[src/rtl/seq_chunk_addsub.sv]
// Multi-cycle add/subtract: WIDTH-bit operands processed CHUNK bits per clock with a registered inter-chunk carry.
// Latency: done is visible in the cycle after the WIDTH/CHUNK-th RUN edge that follows the accept edge.
// Backpressure: start is sampled only while busy=0; requests made during RUN are dropped, never queued.
module seq_chunk_addsub #(
    parameter int WIDTH = 32,
    parameter int CHUNK = 8   // WIDTH must be a multiple of CHUNK
) (
    input  logic             clk,
    input  logic             reset,
    input  logic             start,
    input  logic             op,
    input  logic             cin,
    input  logic [WIDTH-1:0] in1,
    input  logic [WIDTH-1:0] in2,
    output logic [WIDTH-1:0] out,
    output logic             cout,
    output logic             ovf,
    output logic             zero,
    output logic             busy,
    output logic             done
);
    localparam int N  = WIDTH / CHUNK;
    localparam int CW = (N > 1) ? $clog2(N) : 1;

    typedef enum logic [1:0] {IDLE, RUN, DONE} state_t;

    state_t           state, state_nxt;
    logic [WIDTH-1:0] opa, opb, out_nxt;
    logic             carry;
    logic [CW-1:0]    cnt;
    logic [CHUNK:0]   slice_sum;
    logic             accept, last;
    int               base;

    always_ff @(posedge clk) begin
        if (reset) state <= IDLE;
        else       state <= state_nxt;
    end

    always_comb begin
        state_nxt = state;
        case (state)
            IDLE:    if (start) state_nxt = RUN;
            RUN:     if (last)  state_nxt = DONE;
            DONE:    state_nxt = start ? RUN : IDLE;
            default: state_nxt = IDLE;
        endcase
    end

    assign busy   = (state == RUN);
    assign done   = (state == DONE);
    assign accept = start && (state != RUN);
    assign last   = (cnt == CW'(N - 1));

    // One chunk of the sum per cycle; out_nxt is the result word with this slice merged in.
    always_comb begin
        base      = int'(cnt) * CHUNK;
        slice_sum = {1'b0, opa[base +: CHUNK]} + {1'b0, opb[base +: CHUNK]} + {{CHUNK{1'b0}}, carry};
        out_nxt   = out;
        out_nxt[base +: CHUNK] = slice_sum[CHUNK-1:0];
    end

    always_ff @(posedge clk) begin
        if (reset) begin
            opa   <= '0;
            opb   <= '0;
            carry <= 1'b0;
            cnt   <= '0;
            out   <= '0;
            cout  <= 1'b0;
            ovf   <= 1'b0;
            zero  <= 1'b0;
        end else if (accept) begin
            // Subtraction is a + ~b + 1, so the inversion and forced carry happen once at load.
            opa   <= in1;
            opb   <= op ? ~in2 : in2;
            carry <= op ? 1'b1 : cin;
            cnt   <= '0;
            out   <= '0;
        end else if (state == RUN) begin
            out   <= out_nxt;
            carry <= slice_sum[CHUNK];
            cnt   <= cnt + CW'(1);
            if (last) begin
                cout <= slice_sum[CHUNK];
                ovf  <= (opa[WIDTH-1] == opb[WIDTH-1]) && (slice_sum[CHUNK-1] != opa[WIDTH-1]);
                zero <= (out_nxt == '0);
            end
        end
    end
endmodule

[config.mk]
export PLATFORM = sky130hd
export DESIGN_NAME = seq_chunk_addsub
export DESIGN_NICKNAME = d
export VERILOG_FILES = /design/src/rtl/seq_chunk_addsub.sv
export SDC_FILE = /design/constraint.sdc
export NUM_CORES = 1
export LEC_CHECK = 0
export BUFFER_PORTS_ARGS = -buffer_cell sky130_fd_sc_hd__clkbuf_2
export CAP_MARGIN = 30
export CORE_MARGIN = 5
export CORE_UTILIZATION = 35
export DETAILED_ROUTE_END_ITERATION = 10
export PLACE_DENSITY_LB_ADDON = 0.25
export SYNTH_ARGS = -nofsm -noshare
export SYNTH_HDL_FRONTEND = slang
export SYNTH_SLANG_ARGS = --single-unit
[constraint.sdc]
create_clock -name clk -period 11.1 [get_ports clk]
set_clock_uncertainty 0.2 [all_clocks]
set_input_delay 2.775 -clock clk [delete_from_list [all_inputs] [get_ports clk]]
set_output_delay 2.775 -clock clk [all_outputs]
set_load 0.005 [all_outputs]
==> results.md <==
* Status: complete, no violations
* Slew @ Worst Pin at 1.03 ns
* GRT Overall Usage at 16.0%
* Share of cells above drive strength 1 at 23.7%
* Peak VDD IR at 76.6 uV
* Hold buffers post-CTS at 0
* Prevailing post-synth register cell: dfxtp_1
* Num rows at 43
* Req. time, crit path at 8.12 ns
* Final max-slew violation count at 0
* Core ar. at 0.0137 mm2
* TritonCTS clock tree: built
* Final setup violation count at 0
* Asr flop ratio synth at 0%
* Largest net degree at the start of global routing at 97
* Pre-CTS WS at 6.55 ns
* Setup slack after layout at 6.64 ns
* Number of vias per cell at 5.12
* Vias in the first global route at 3,992
* Worst-path clk slew at 0.06 ns
* Max Cap Violations at 0
* CTS resizes at 0
* Leakage at 0.00229 uW
* Syn_nets at 623
* # nets final at 710
* Drt drc at 0
* Sequential fraction of the synthesis area at 43.2%
* Die X at 127 um
* IO Port Bufs at 105
* Critical path type: flop to primary output
* Worst path cell trace: nand2b_1 -> inv_2 -> clkbuf_2
* Clk sinks at 104
* Yosys cell types at 40
* Diodes inserted at 0
* Crit Path Max Fanout at 14
* Number of post-CTS setup repair buffers at 0
* P&R area growth vs syn at 20.3%
* HPWL after DPL at 9400 um
* Cell taking the most area after synthesis: dfxtp_1
* Drt wl/cell at 15.8 um
* First-pass GRT wire length at 20,500 um
* Mean Syn Cell Area at 8.95 um2
* GPL Wtd Cong at 0.835
* Via count at 4,139
* Final std cells w/o fill at 809
* Period utilisation layout at 40.2%
* Placed Area at 0.00553 mm2
* Final wirelength at 12,800 um
* Clk buf depth at 2
* Worst EP arrival at 1.49 ns
* Synth Cell Area at 0.00482 mm2
* Initial antenna violation count at 0
* Startpoint Class: flop
* Die Y at 127 um
* Synth top area share at 43.2%
* IO Pins at 106
* Die area at 0.0162 mm2
* Slowest stage delay, CP at 0.34 ns
* Period minus WS final at 4.46 ns
* Slew margin rel. at 31.2%
* Yosys warning count at 0
* Top area cells in the synthesized netlist: dfxtp_1, mux4_2, xnor2_1, nor2_1, nand2_1
* Grt total ovfl at 0
* Post-route design area at 0.00580 mm2
* DRT antenna net count at 0
* First-pass DRT Iterations at 5
* Final TNS setup at 0 ns
* Cells after Synth at 539
* Max Freq at 224 MHz
* CTS Buf Count at 9
* CP max stage cell: nand2b_1
* H-Tree Depth at 3
* DR iter-0 viols at 280
* Worst skew pair latency at 0.35 ns
* Initial Util at 35.2%
* Setup crit end kind: primary output
* Hold Crit Class: flop to flop
* Fin. Hold Viols at 0
* Pwr per Cell Area at 146 mW/mm2
* Unrepaired setup endpoints after global routing: false
* FF+latch count, synth at 104
* Post-synth EDFFs at 0
* Inst Count DP at 795
* Root Buffer: clkbuf_16
-- worst max-delay path: cells and delay by family, from the launching register on --
family        cells  cell delay (ns)
buf+inv           2             0.49
simple gates      1             0.34
flops             1             0.30
-- synth_stat cells (all sizes together) (5+ instances only) --
cell type,count
nor4,6
buf,11
clkbuf,25
mux4,16
ha,13
nor2,83
inv,7
xnor2,36
a21oi,48
dfxtp,104
nor3,7
a22oi,30
nand2,80
a211oi,36
o21ai,5
-- metrics by stage --
step                      hold slack (ns)  util (%)  power [uW]
after global routing                0.266      42.3         886
after detailed placement            0.248      40.3         564
after global placement              0.242      39.9         558
after CTS                           0.256      42.3         859
final                               0.256      42.3         847
after floorplan                     0.233         -         511
-- routing by layer --
metal  track usage (%)  part of all wire [%]  vias up
met5                 0                     0        -
met4              5.93                   1.8        0
met3              3.68                   5.3       13
met2              26.0                    49      129
met1              20.8                    44     1925
li1                  -                     -     2072
-- layout make-up --
class	count	area [um2]
well taps	180	225
repair buffers	112	618
multi-input cells	392	2580
inverters	7	26.3
clock buffers	11	253
flip-flops and latches	104	2080
fillers	1404	7920
clock inverters	3	18.8
-- flip-flops by register name (all words and copies together), names as in the netlist --
register and flops:
cout 1, carry 1, cnt 2, out 32, zero 1, opb 32
state 2, ovf 1, opa 32
-- placed cells by master (no fill, tap or decap), types with 2 or more instances in the layout --
cell,synthesis,final
clkbuf_8,0,2
nor4_1,6,6
buf_4,0,5
nand2_1,80,80
nor3_1,7,7
nor2_1,83,83
o22ai_1,2,2
nand2b_1,3,3
nor2b_1,2,2
a211oi_1,36,36
mux4_2,16,16
clkbuf_2,0,105
buf_16,0,2
a21o_1,2,2
and3_2,2,2
nand3b_1,2,2
xnor2_1,36,36
inv_1,6,6
clkinv_2,0,2
clkbuf_16,0,9
a22oi_1,30,30
dfxtp_1,104,104
o21ai_0,5,5
fa_1,2,2
ha_1,13,13
a21oi_1,48,48
xor2_1,2,2
-- power breakdown --
part	switching, uW	leakage (uW)	internal (uW)	total, uW
combinational	88.0	0.00130	61.7	150
clock	131	0.000137	161	292
sequential	11.9	0.000851	393	405
-- cells by family after synthesis --
logic type	synth area share, %
DFF	43.2
buffers and inverters	3.42
xor gates and xnor gates	6.90
muxes	7.68
adders and majority gates	4.20
AOI/OAI and AO/OA	18.0
and+or+nand+nor	16.7
-- final timing paths --
check,from,to,slack (ns),depth (start not counted)
min,opa[23],opa[23],0.26,2
max reg2reg,cnt[0],zero,6.82,10
max,state[1],busy,6.64,3
min reg2reg,opa[23],opa[23],0.26,2
No activity file was read; power rests on OpenSTA's default activity.
